===== src/rtl/cpu_pkg.sv =====
// Shared CPU definitions: register-file widths and write-port grant encoding.
// Consumers: wb_sched and wb_scoreboard (the latter built with WB_SCHED_SCOREBOARD_EN).
package cpu_pkg;

    localparam int unsigned REG_ADDR_W = 5;
    localparam int unsigned REG_DATA_W = 32;

    localparam logic GNT_ALU = 1'b0;
    localparam logic GNT_LD  = 1'b1;

endpackage


===== src/rtl/wb_sched_if.sv =====
// Write-back scheduler bus: ALU/load write requests, register-file write port, issue/stall.
// The issue/stall signals are only meaningful when WB_SCHED_SCOREBOARD_EN is defined.
interface wb_sched_if;
    import cpu_pkg::*;

    logic                    alu_req;
    logic [0:REG_ADDR_W-1]   alu_addr;
    logic [0:REG_DATA_W-1]   alu_data;
    logic                    alu_ack;
    logic                    ld_req;
    logic [0:REG_ADDR_W-1]   ld_addr;
    logic [0:REG_DATA_W-1]   ld_data;
    logic                    ld_ack;
    logic                    wr;
    logic [0:REG_ADDR_W-1]   c_addr;
    logic [0:REG_DATA_W-1]   c_data;
    logic                    issue_valid;
    logic [0:REG_ADDR_W-1]   issue_src_a;
    logic [0:REG_ADDR_W-1]   issue_src_b;
    logic [0:REG_ADDR_W-1]   issue_dst;
    logic                    stall;

    modport slave (
        input  alu_req, alu_addr, alu_data, ld_req, ld_addr, ld_data,
        input  issue_valid, issue_src_a, issue_src_b, issue_dst,
        output alu_ack, ld_ack, wr, c_addr, c_data, stall
    );

    modport master (
        output alu_req, alu_addr, alu_data, ld_req, ld_addr, ld_data,
        output issue_valid, issue_src_a, issue_src_b, issue_dst,
        input  alu_ack, ld_ack, wr, c_addr, c_data, stall
    );

endinterface


===== src/rtl/wb_scoreboard.sv =====
// Pending-write scoreboard: tracks registers with writes in flight and stalls issue on hazards.
// Instantiated by wb_sched only when WB_SCHED_SCOREBOARD_EN is defined.
module wb_scoreboard
    import cpu_pkg::*;
(
    input  logic                  clock,
    input  logic                  reset,
    input  logic                  issue_valid,
    input  logic [0:REG_ADDR_W-1] issue_src_a,
    input  logic [0:REG_ADDR_W-1] issue_src_b,
    input  logic [0:REG_ADDR_W-1] issue_dst,
    input  logic                  wr,
    input  logic [0:REG_ADDR_W-1] c_addr,
    output logic                  stall
);

    logic [31:0] pending;
    logic [31:0] pending_next;

    assign stall = !reset && issue_valid &&
                   (pending[issue_src_a] || pending[issue_src_b] || pending[issue_dst]);

    // Clear first so a same-cycle set on the same bit wins.
    always_comb begin
        pending_next = pending;
        if (wr) begin
            pending_next[c_addr] = 1'b0;
        end
        if (issue_valid && !stall && (issue_dst != '0)) begin
            pending_next[issue_dst] = 1'b1;
        end
        pending_next[0] = 1'b0;
    end

    always_ff @(posedge clock) begin
        if (reset) begin
            pending <= '0;
        end else begin
            pending <= pending_next;
        end
    end

endmodule


===== src/rtl/wb_sched.sv =====
// Round-robin arbiter for the register file's single write port (ALU vs load return).
// Define WB_SCHED_SCOREBOARD_EN to add the pending-write scoreboard and issue stall.
module wb_sched
    import cpu_pkg::*;
(
    input  logic       clock,
    input  logic       reset,
    wb_sched_if.slave  bus
);

    logic                  last;
    logic                  alu_gnt;
    logic                  ld_gnt;
    logic                  wr_q;
    logic [0:REG_ADDR_W-1] c_addr_q;
    logic [0:REG_DATA_W-1] c_data_q;

    // Acks are suppressed during reset so no requester believes a dropped write landed.
    always_comb begin
        alu_gnt = 1'b0;
        ld_gnt  = 1'b0;
        if (!reset) begin
            if (bus.alu_req && bus.ld_req) begin
                ld_gnt  = (last == GNT_ALU);
                alu_gnt = (last == GNT_LD);
            end else begin
                alu_gnt = bus.alu_req;
                ld_gnt  = bus.ld_req;
            end
        end
    end

    always_ff @(posedge clock) begin
        if (reset) begin
            wr_q     <= 1'b0;
            c_addr_q <= '0;
            c_data_q <= '0;
            last     <= GNT_ALU;
        end else begin
            wr_q <= 1'b0;
            if (alu_gnt) begin
                last <= GNT_ALU;
                if (bus.alu_addr != '0) begin
                    wr_q     <= 1'b1;
                    c_addr_q <= bus.alu_addr;
                    c_data_q <= bus.alu_data;
                end
            end else if (ld_gnt) begin
                last <= GNT_LD;
                if (bus.ld_addr != '0) begin
                    wr_q     <= 1'b1;
                    c_addr_q <= bus.ld_addr;
                    c_data_q <= bus.ld_data;
                end
            end
        end
    end

    assign bus.alu_ack = alu_gnt;
    assign bus.ld_ack  = ld_gnt;
    assign bus.wr      = wr_q;
    assign bus.c_addr  = c_addr_q;
    assign bus.c_data  = c_data_q;

`ifdef WB_SCHED_SCOREBOARD_EN
    logic sb_stall;

    wb_scoreboard u_scoreboard (
        .clock       (clock),
        .reset       (reset),
        .issue_valid (bus.issue_valid),
        .issue_src_a (bus.issue_src_a),
        .issue_src_b (bus.issue_src_b),
        .issue_dst   (bus.issue_dst),
        .wr          (wr_q),
        .c_addr      (c_addr_q),
        .stall       (sb_stall)
    );

    assign bus.stall = sb_stall;
`else
    logic unused_issue;

    assign unused_issue = ^{bus.issue_valid, bus.issue_src_a, bus.issue_src_b, bus.issue_dst};
    assign bus.stall    = 1'b0;
`endif

endmodule

===== src/flat_wrapper.sv =====
// flat-port wrapper written by rule: the top's interface ports become plain ports
module wb_sched_flat import cpu_pkg::*;
  (clock, reset, bus_alu_req, bus_alu_addr, bus_alu_data, bus_ld_req, bus_ld_addr, bus_ld_data, bus_issue_valid, bus_issue_src_a, bus_issue_src_b, bus_issue_dst, bus_alu_ack, bus_ld_ack, bus_wr, bus_c_addr, bus_c_data, bus_stall);
  wb_sched_if bus_i ();
  input  logic clock;
  input  logic reset;
  input wire logic [$bits(bus_i.alu_req)-1:0] bus_alu_req;
  input wire logic [$bits(bus_i.alu_addr)-1:0] bus_alu_addr;
  input wire logic [$bits(bus_i.alu_data)-1:0] bus_alu_data;
  input wire logic [$bits(bus_i.ld_req)-1:0] bus_ld_req;
  input wire logic [$bits(bus_i.ld_addr)-1:0] bus_ld_addr;
  input wire logic [$bits(bus_i.ld_data)-1:0] bus_ld_data;
  input wire logic [$bits(bus_i.issue_valid)-1:0] bus_issue_valid;
  input wire logic [$bits(bus_i.issue_src_a)-1:0] bus_issue_src_a;
  input wire logic [$bits(bus_i.issue_src_b)-1:0] bus_issue_src_b;
  input wire logic [$bits(bus_i.issue_dst)-1:0] bus_issue_dst;
  output wire logic [$bits(bus_i.alu_ack)-1:0] bus_alu_ack;
  output wire logic [$bits(bus_i.ld_ack)-1:0] bus_ld_ack;
  output wire logic [$bits(bus_i.wr)-1:0] bus_wr;
  output wire logic [$bits(bus_i.c_addr)-1:0] bus_c_addr;
  output wire logic [$bits(bus_i.c_data)-1:0] bus_c_data;
  output wire logic [$bits(bus_i.stall)-1:0] bus_stall;
  assign bus_i.alu_req = bus_alu_req;
  assign bus_i.alu_addr = bus_alu_addr;
  assign bus_i.alu_data = bus_alu_data;
  assign bus_i.ld_req = bus_ld_req;
  assign bus_i.ld_addr = bus_ld_addr;
  assign bus_i.ld_data = bus_ld_data;
  assign bus_i.issue_valid = bus_issue_valid;
  assign bus_i.issue_src_a = bus_issue_src_a;
  assign bus_i.issue_src_b = bus_issue_src_b;
  assign bus_i.issue_dst = bus_issue_dst;
  assign bus_alu_ack = bus_i.alu_ack;
  assign bus_ld_ack = bus_i.ld_ack;
  assign bus_wr = bus_i.wr;
  assign bus_c_addr = bus_i.c_addr;
  assign bus_c_data = bus_i.c_data;
  assign bus_stall = bus_i.stall;
  wb_sched u_core (.clock(clock), .reset(reset), .bus(bus_i));
endmodule

===== config.mk =====
export PLATFORM = sky130hd
export DESIGN_NAME = wb_sched_flat
export DESIGN_NICKNAME = d
export VERILOG_FILES = /design/src/rtl/cpu_pkg.sv /design/src/rtl/wb_sched_if.sv /design/src/rtl/wb_scoreboard.sv /design/src/rtl/wb_sched.sv /design/src/flat_wrapper.sv
export SDC_FILE = /design/constraint.sdc
export NUM_CORES = 1
export LEC_CHECK = 0
export BUFFER_PORTS_ARGS = -buffer_cell sky130_fd_sc_hd__buf_2
export CORE_ASPECT_RATIO = 0.8
export CORE_UTILIZATION = 39
export CTS_CLUSTER_DIAMETER = 80
export DETAILED_ROUTE_END_ITERATION = 12
export PLACE_DENSITY_LB_ADDON = 0.25
export SLEW_MARGIN = 20
export SYNTH_ARGS = -nofsm -noshare
export SYNTH_HDL_FRONTEND = slang
export SYNTH_SLANG_ARGS = --single-unit

===== constraint.sdc =====
create_clock -name clock -period 3.91 [get_ports clock]
set_clock_uncertainty 0.1 [all_clocks]
set_input_delay 0.391 -clock clock [delete_from_list [all_inputs] [get_ports clock]]
set_output_delay 0.391 -clock clock [all_outputs]
set_load 0.05 [all_outputs]

# Yosys cells after proc, flatten, opt, wreduce, memory -nomap -nowiden

Index checks and enable logic that the tools add are counted.

Bits in registers: 39
Bits in latches: 0
RAM bits: 0
Bits in read-only memories: 0
Output and inout bits: 41
Logic and storage cells: 29
Memories: 0

Add/sub/neg operators: 0
$mul: 0
Div/mod/pow operators: 0
Magnitude comparators: 0
Eq/ne operators: 1
Shift-type cells: 0
Mux-type cells: 16
Bitwise logic cells: 1
Reductions and logical operators: 7

Operators with widths:

| operator                                               | number |
|---|---|
| two-way mux 32 bit                                     | 4 |
| two-way mux 5 bit                                      | 4 |
| nonzero test 5 bit                                     | 2 |
| two-way mux 1 bit                                      | 8 |
| nonzero test 2 bit                                     | 2 |
| AND reduction 3 bit                                    | 1 |
| inequality test 2 x 1 -> 1 bit (second input constant) | 1 |
| OR reduction 2 bit                                     | 1 |
| logical AND 1 bit                                      | 1 |
| NOT 1 bit                                              | 1 |

# Longest topological paths before layout

Gate-level depths: netlist of run 1.

Word-level depth: 5
Depth in mapped cells: 6

# Worst setup path before layout of run 1

No wires, ideal clock.

Path kind: in2out
Start point: input bus_ld_req
End point: output bus_alu_ack
Data arrival time: 1.538 ns
Slack: 1.881 ns
Stages: 5
Buffers on the path: 2
Cell sequence: inv_1 -> o21ai_2 -> buf_4 -> clkbuf_1 -> nor2_1

Word-level cells in the longest chain between the ends: 3

RTL lines:

| element           | line               | text |
|---|---|---|
| from (decl)       | flat_wrapper.sv:10 | `input wire logic [$bits(bus_i.ld_req)-1:0] bus_ld_req;` |
| logical AND 1 bit | wb_sched.sv:23     | `if (bus.alu_req && bus.ld_req) begin` |
| two-way mux 1 bit | wb_sched.sv:23     |  |
| two-way mux 1 bit | wb_sched.sv:22     | `if (!reset) begin` |
| to (decl)         | flat_wrapper.sv:17 | `output wire logic [$bits(bus_i.alu_ack)-1:0] bus_alu_ack;` |

Every way passes these cells.

# Final worst setup path of run 1

Start point: register u_core.last
End point: output bus_alu_ack

Word-level cells in the longest chain between the ends: 2

RTL lines:

| element                | line           | text |
|---|---|---|
| from (decl)            | wb_sched.sv:11 | `logic last;` |
| from (signal assigned) | wb_sched.sv:38 | `last <= GNT_ALU;` |
| from (signal assigned) | wb_sched.sv:42 | `last <= GNT_ALU;` |
| from (signal assigned) | wb_sched.sv:49 | `last <= GNT_LD;` |
| two-way mux 1 bit      | wb_sched.sv:23 |  |
| two-way mux 1 bit      | wb_sched.sv:22 |  |

Every way passes these cells.

==> summary.txt, run 1 <==
Die
  – Die width: 83.6 um
  – Die Ht: roughly 67 um
  – Core Area: roughly 5100 um^2
  – I/O pins: 135
  – Initial core utilization: ~40%
  – Cell Rows: 23
  – DIE AREA: ~5600 um^2

Synthesis
  – Synth cell types: 22
  – YS warnings: 0
  – Synth top area cells: dfxtp_1 38%, mux2i_1 18%, o2111ai_1 16%, o31ai_1 13%, buf_12 2.9%
  – Synth Register Bits: 39
  – Synth Net Count: 287
  – Sequential fraction of the synthesis area: a little under two fifths
  – Cell count after synthesis: approximately 190
  – Synth top area share: a little under two fifths
  – Post-Syn Area: 2080 um^2
  – Mapped Avg Cell Area: roughly 11 um^2
  – Area leader, netlist: dfxtp_1

Power
  – Power share of the clock group: 28.8%
  – Switching Share: between 30 and 40%
  – Worst vdd ir: about 0.24 mV
  – PnR Total Power: a little over 1 mW
  – Pleak: about 1.3 nW
  – Net Sw Power: between 0.3 and 0.4 mW
  – Share of total power in combinational logic: 28.6%
  – Internal Pwr Total: 0.679 mW
  – Part of the power in registers: between 40 and 50%
  – Pwr/cell area: just under 400 nW/um^2

Critical path
  – Critical Path End: bus_alu_ack
  – Flop-to-flop setup slack: 1.98 ns
  – Crit. Startpoint: u_core.last$_SDFFE_PP0P_
  – Critical Path RT: around 3.4 ns
  – Critical path startpoint category: flip-flop
  – FF-to-FF End: u_core.bus.c_data[19]$_SDFFE_PP0P_
  – Crit path max fanout: 34
  – Crit path capture type: primary output
  – CP Class: reg2out
  – Crit path arrival time: between 1.5 and 2 ns
  – Reg-to-Reg Start: u_core.last$_SDFFE_PP0P_
  – Worst r2r path cells: 4

STA
  – Fmax: 440 MHz
  – Final setup vio count: 0
  – Final number of max-transition violations: 0
  – Setup_tns: 0 ns
  – Fin crit period: roughly 2.3 ns
  – RSZ-0062 raised after global routing: false
  – Slew Limit Headroom: a little under half
  – Crit share post-route: about 58%
  – Final Hold Fails: 0
  – Worst-margin pin slew: approximately 0.78 ns
  – Hold WS: 0.282 ns

Finish
  – Finished Cell Area: approximately 2700 um^2
  – Layout cells sized above 1: a little under half
  – Final nets: 387
  – Layout area overhead: 29.2%
  – Antenna Cells: 0

Global route
  – First-pass GRT wire length: between 8000 and 9000 um
  – Vias in the first global route: ~1,800
  – Grt peak-use layer: met2
  – All-Layer GR Usage: a little under a fifth
  – Largest net degree at the start of global routing: 42
  – Met1 Use GR: around a quarter
  – Met3 Use GR: under 10%
  – Gr ovfl total: 0
  – Met2 GRT Util: a little under a third
  – Initial antenna violation count: 0

Detailed routing
  – Post-DRT Antenna Nets: 0
  – Drt via density: 5.64
  – Average wire per standard cell: about 15 um
  – Via count: 2,009
  – Drt total wl: 5410 um
  – First-pass DRT Iterations: 4
  – Starting DRT DRC Count: ~110
  – DRC viols: 0

Status
  – Status: completed

Placed design
  – Port buffer count: 117
  – Gpl congestion: between 0.7 and 0.8
  – Post-DP HPWL: between 3000 and 4000 um
  – Post-DP Area: 2580 um^2

Clock tree
  – Worst-Skew Late Latency: about 0.28 ns
  – Cts repair resizes: 0
  – Clock Tree Buf Depth: 2
  – Root Buffer: clkbuf_8
  – CTS tree: done
  – # hold bufs at CTS: 0
  – H-tree Lvls: 2
  – Worst-path clk slew: about 0.080 ns
  – Post-CTS setup buffers: 0
  – Clock sink total: 39
  – CTS buffer count: 5

Worst hold path
  – Hold Path Class: in2reg

Run
  – Max-Cap Viols: 0
[routing by layer]
metal  vias up  part of all wire (%)
met1       946                    49
met5         -                     0
met3         5                   5.8
li1        988                     -
met4         0                  0.59
met2        70                    44
[power by group through the flow]
stage	clock network, mW	registers, mW	logic (mW)
floorplan	0	0.547	0.125
global placement	0	0.448	0.295
detailed placement	0	0.449	0.297
CTS	0.308	0.440	0.297
global route	0.329	0.443	0.314
finish	0.298	0.440	0.295
[cell usage after synthesis]
library cell	n
dfxtp_1	39
mux2i_1	37
o2111ai_1	37
o31ai_1	37
clkbuf_1	8
buf_4	7
buf_2	4
buf_6	4
buf_12	3
inv_1	3
clkbuf_4	2
nor2_1	2
a21oi_1	1
conb_1	1
inv_2	1
nand2_1	1
o211ai_2	1
o21a_1	1
o21ai_2	1
o31a_4	1
or4_1	1
or4_4	1
[worst max-delay path, stage by stage (launching register included)]
cell	delay, ns
dfxtp_1	0.35
o21ai_4	0.54
buf_12	0.30
nor2_1	0.05
buf_2	0.24
[cell families (layout without fill, tap and decap cells)]
| kind of cell | Yosys count | after routing | share of synthesized area, % |
|---|---|---|---|
| AO/OA/AOI/OAI | 79 | 79 | 31.5 |
| buffers and inverters | 32 | 133 | 11.5 |
| flip-flops | 39 | 39 | 37.6 |
| multiplexers | 37 | 37 | 17.8 |
| other | 1 | 1 | 0.181 |
| AND/OR/NAND/NOR | 5 | 5 | 1.45 |
[per-stage QoR]
| stage | setup slack [ns] | util [%] | instances |
|---|---|---|---|
| final | 1.64 | 53.0 | 356 |
| after global routing | 1.53 | 53.0 | 356 |
| after CTS | 1.62 | 53.0 | 356 |
| after detailed placement | 1.49 | 51.0 | 348 |
| after global placement | 1.49 | 51.0 | 348 |
| after floorplan | 1.88 | - | 193 |
[sequential cells by signal, summed over array words and instances (netlist names)]
register,count
u_core.last,1
u_core.bus.c_data,32
u_core.bus.c_addr,5
u_core.bus.wr,1
[cell usage in the layout, fill, tap and decap left out, drive strengths merged]
master | Yosys | routed
buf | 18 | 121
dfxtp | 39 | 39
mux2i | 37 | 37
o2111ai | 37 | 37
o31ai | 37 | 37
clkbuf | 10 | 8
inv | 4 | 4
nor2 | 2 | 2
or4 | 2 | 2
a21oi | 1 | 1
nand2 | 1 | 1
o21ai | 1 | 1
o211ai | 1 | 1
o31a | 1 | 1
o21a | 1 | 1
conb | 1 | 1
[cell type report]
class	count	area (um^2)
clock buffer	8	100
fill	496	2380
inverter	4	15.0
multi-input combinational	122	1080
sequential	39	781
tap	62	77.6
timing repair buffer	121	628
[worst min-delay path by stage]
stage / slack, ns / endpoint / start / depth (start not counted)
detailed placement: 0.37 / u_core.bus.c_data[5]$_SDFFE_PP0P_ / u_core.bus.c_data[5]$_SDFFE_PP0P_ / 2
finish: 0.28 / u_core.last$_SDFFE_PP0P_ / bus_ld_req / 2
CTS: 0.27 / u_core.last$_SDFFE_PP0P_ / bus_ld_req / 2
global route: 0.27 / u_core.last$_SDFFE_PP0P_ / bus_ld_req / 2
floorplan: 0.39 / u_core.last$_SDFFE_PP0P_ / u_core.last$_SDFFE_PP0P_ / 1
global placement: 0.37 / u_core.bus.c_data[27]$_SDFFE_PP0P_ / u_core.bus.c_data[27]$_SDFFE_PP0P_ / 2
(Power assumes the default switching activity.)
==> run 2: changes to the inputs <==
==> constraint.sdc (replaced) <==
create_clock -name clock -period 2.2 [get_ports clock]
set_clock_uncertainty 0.1 [all_clocks]
set_input_delay 0.22 -clock clock [delete_from_list [all_inputs] [get_ports clock]]
set_output_delay 0.22 -clock clock [all_outputs]
set_load 0.05 [all_outputs]
==> run 2 against run 1 <==
Hold slack lost 0.17 ns. Final area grew 1.1%. Combinational power grew 81%. Clock power grew 62%. Critical path depth is the same. Sequential cell count is the same. Final cell count grew 0.84%. Total power grew 74%. Utilization grew 0.59 points. Die area is the same. Clock-buffer cell count shrank 2. First-iteration DRC count shrank 58%.
==> summary.txt, run 2 (synthesis results as in run 1) <==
Status
  – Status: completed

Detailed routing
  – Drt via density: 5.55 (-1.7%)
  – Average wire per standard cell: 14.6 um (-3.8%)
  – DRC viols: 0 (unchanged)
  – Post-DRT Antenna Nets: 0 (unchanged)
  – Starting DRT DRC Count: 44 (-58%)
  – Drt total wl: 5250 um (-3.0%)
  – First-pass DRT Iterations: 4 (unchanged)
  – Via count: 1,991 (-0.90%)

STA
  – Fmax: 575 MHz
  – RSZ-0062 raised after global routing: false
  – Slew Limit Headroom: 56.9% (+9.0 points)
  – Final number of max-transition violations: 0 (unchanged)
  – Final Hold Fails: 0 (unchanged)
  – Crit share post-route: about four fifths
  – Setup_tns: 0 ns (unchanged)
  – Final setup vio count: 0 (unchanged)
  – Worst-margin pin slew: 0.646 ns (-0.136 ns)
  – Fin crit period: ~1.7 ns

Run
  – Max-Cap Viols: 0 (unchanged)

Clock tree
  – Clock sink total: 39 (unchanged)
  – # hold bufs at CTS: 0 (unchanged)
  – Worst-Skew Late Latency: 0.28 ns (about the same)
  – H-tree Lvls: 2 (unchanged)
  – CTS buffer count: 5 (unchanged)
  – Clock Tree Buf Depth: 2 (unchanged)
  – CTS tree: done
  – Root Buffer: clkbuf_8
  – Post-CTS setup buffers: 0 (unchanged)
  – Cts repair resizes: 0 (unchanged)
  – Worst-path clk slew: 0.07 ns (about the same)

Global route
  – Initial antenna violation count: 0 (unchanged)
  – Largest net degree at the start of global routing: 41 (-2.4%)
  – First-pass GRT wire length: 8270 um (-3.5%)
  – Vias in the first global route: 1,719 (-3.6%)
  – All-Layer GR Usage: 18.3% (-0.43 points)
  – Gr ovfl total: 0 (unchanged)

Worst hold path
  – Hold Path Class: in2reg
  – Hold Crit Depth: 2 (unchanged)

Finish
  – Largest register FFs: 32 (unchanged)
  – Layout area overhead: 30.7%
  – Final nets: 391 (+1.0%)
  – Finished Cell Area: 2710 um^2 (+1.1%)
  – Commonest non-fill, non-tap cell in the layout: buf_2
  – Most frequent cells in the layout: 117 x buf_2, 39 x dfxtp_1, 37 x mux2i_1, 37 x o2111ai_1, 37 x o31ai_1
  – Layout cells sized above 1: 46.5% (+0.89 points)
  – Antenna Cells: 0 (unchanged)

Die
  – Die width: 83.6 um (unchanged)
  – Cell Rows: 23 (unchanged)
  – Core Area: 5060 um^2 (unchanged)
  – DIE AREA: 5620 um^2 (unchanged)
  – I/O pins: 135 (unchanged)
  – Initial core utilization: 41.0% (unchanged)
  – Die Ht: 67.3 um (unchanged)

Power
  – Pleak: 1.36 nW (+1.5%)
  – Worst vdd ir: 0.381 mV (+59%)
  – Pwr/cell area: 662 nW/um^2 (+72%)

Placed design
  – Post-DP HPWL: 3510 um (+3.3%)
  – Port buffer count: 117 (unchanged)
  – Post-DP Area: 2630 um^2 (+1.6%)
  – Gpl congestion: 0.693 (-1.8%)

Critical path
  – Crit path capture type: primary output
  – Crit path max fanout: 35 (+2.9%)
  – CP Class: reg2out
  – Critical path startpoint category: flip-flop
  – Critical Path RT: 1.88 ns (-1.54 ns)
  – Worst r2r path cells: 4 (unchanged)
  – Crit path arrival time: 1.42 ns (-0.36 ns)
run 2: cell types whose count changed in the layout (fill, tap and decap cells not counted):
cell and delta:
clkbuf_8 -1, buf_12 +1, clkbuf_1 -1, buf_4 +3, clkinv_2 +1
run 2: final timing paths:
kind,startpoint,end,slack [ns]
setup / recovery,u_core.last$_SDFFE_PP0P_,bus_alu_ack,0.46
hold / removal,bus_ld_req,u_core.last$_SDFFE_PP0P_,0.11
hold reg to reg,u_core.bus.c_addr[0]$_SDFFE_PP0P_,u_core.bus.c_addr[0]$_SDFFE_PP0P_,0.38
setup reg to reg,u_core.last$_SDFFE_PP0P_,u_core.bus.c_data[30]$_SDFFE_PP0P_,0.56
run 2: stage by stage:
stage          util, %  hold slack (ns)  worst slack, ns  instances  power (mW)
5_1_grt           53.6            0.105            0.386        359        1.89
4_1_cts           53.6            0.108            0.452        359        1.82
6_report          53.6            0.109            0.461        359        1.80
2_1_floorplan        -            0.230            0.420        193        1.19
3_5_place_dp      51.8            0.374            0.258        352        1.33
3_3_place_gp      51.8            0.366            0.283        352        1.33
run 2: cell type report:
type                       count  area [um^2]
clock buffer                   6         82.6
clock inverter                 1         5.00
fill                         465         2350
inverter                       4         15.0
multi-input combinational    122         1080
sequential                    39          781
tap                           62         77.6
timing repair buffer         125          671
run 2: routing by layer:
layer	GRT usage [%]	part of all wire, %
met5	0	0
met4	4.45	0.50
met3	4.89	7.1
met2	27.9	42
met1	25.9	50
run 2: report_power, final:
part / total, mW / internal [mW] / leakage, nW / switching (mW)
logic: 0.533 / 0.170 / 0.994 / 0.363
registers: 0.782 / 0.758 / 0.320 / 0.0246
clock network: 0.482 / 0.246 / 0.0470 / 0.236
run 2: critical path, stage by stage, from the launching register on:
cell and delay [ns]:
dfxtp_1 0.35, o21ai_4 0.25, buf_12 0.26, nor2_1 0.05, buf_2 0.21
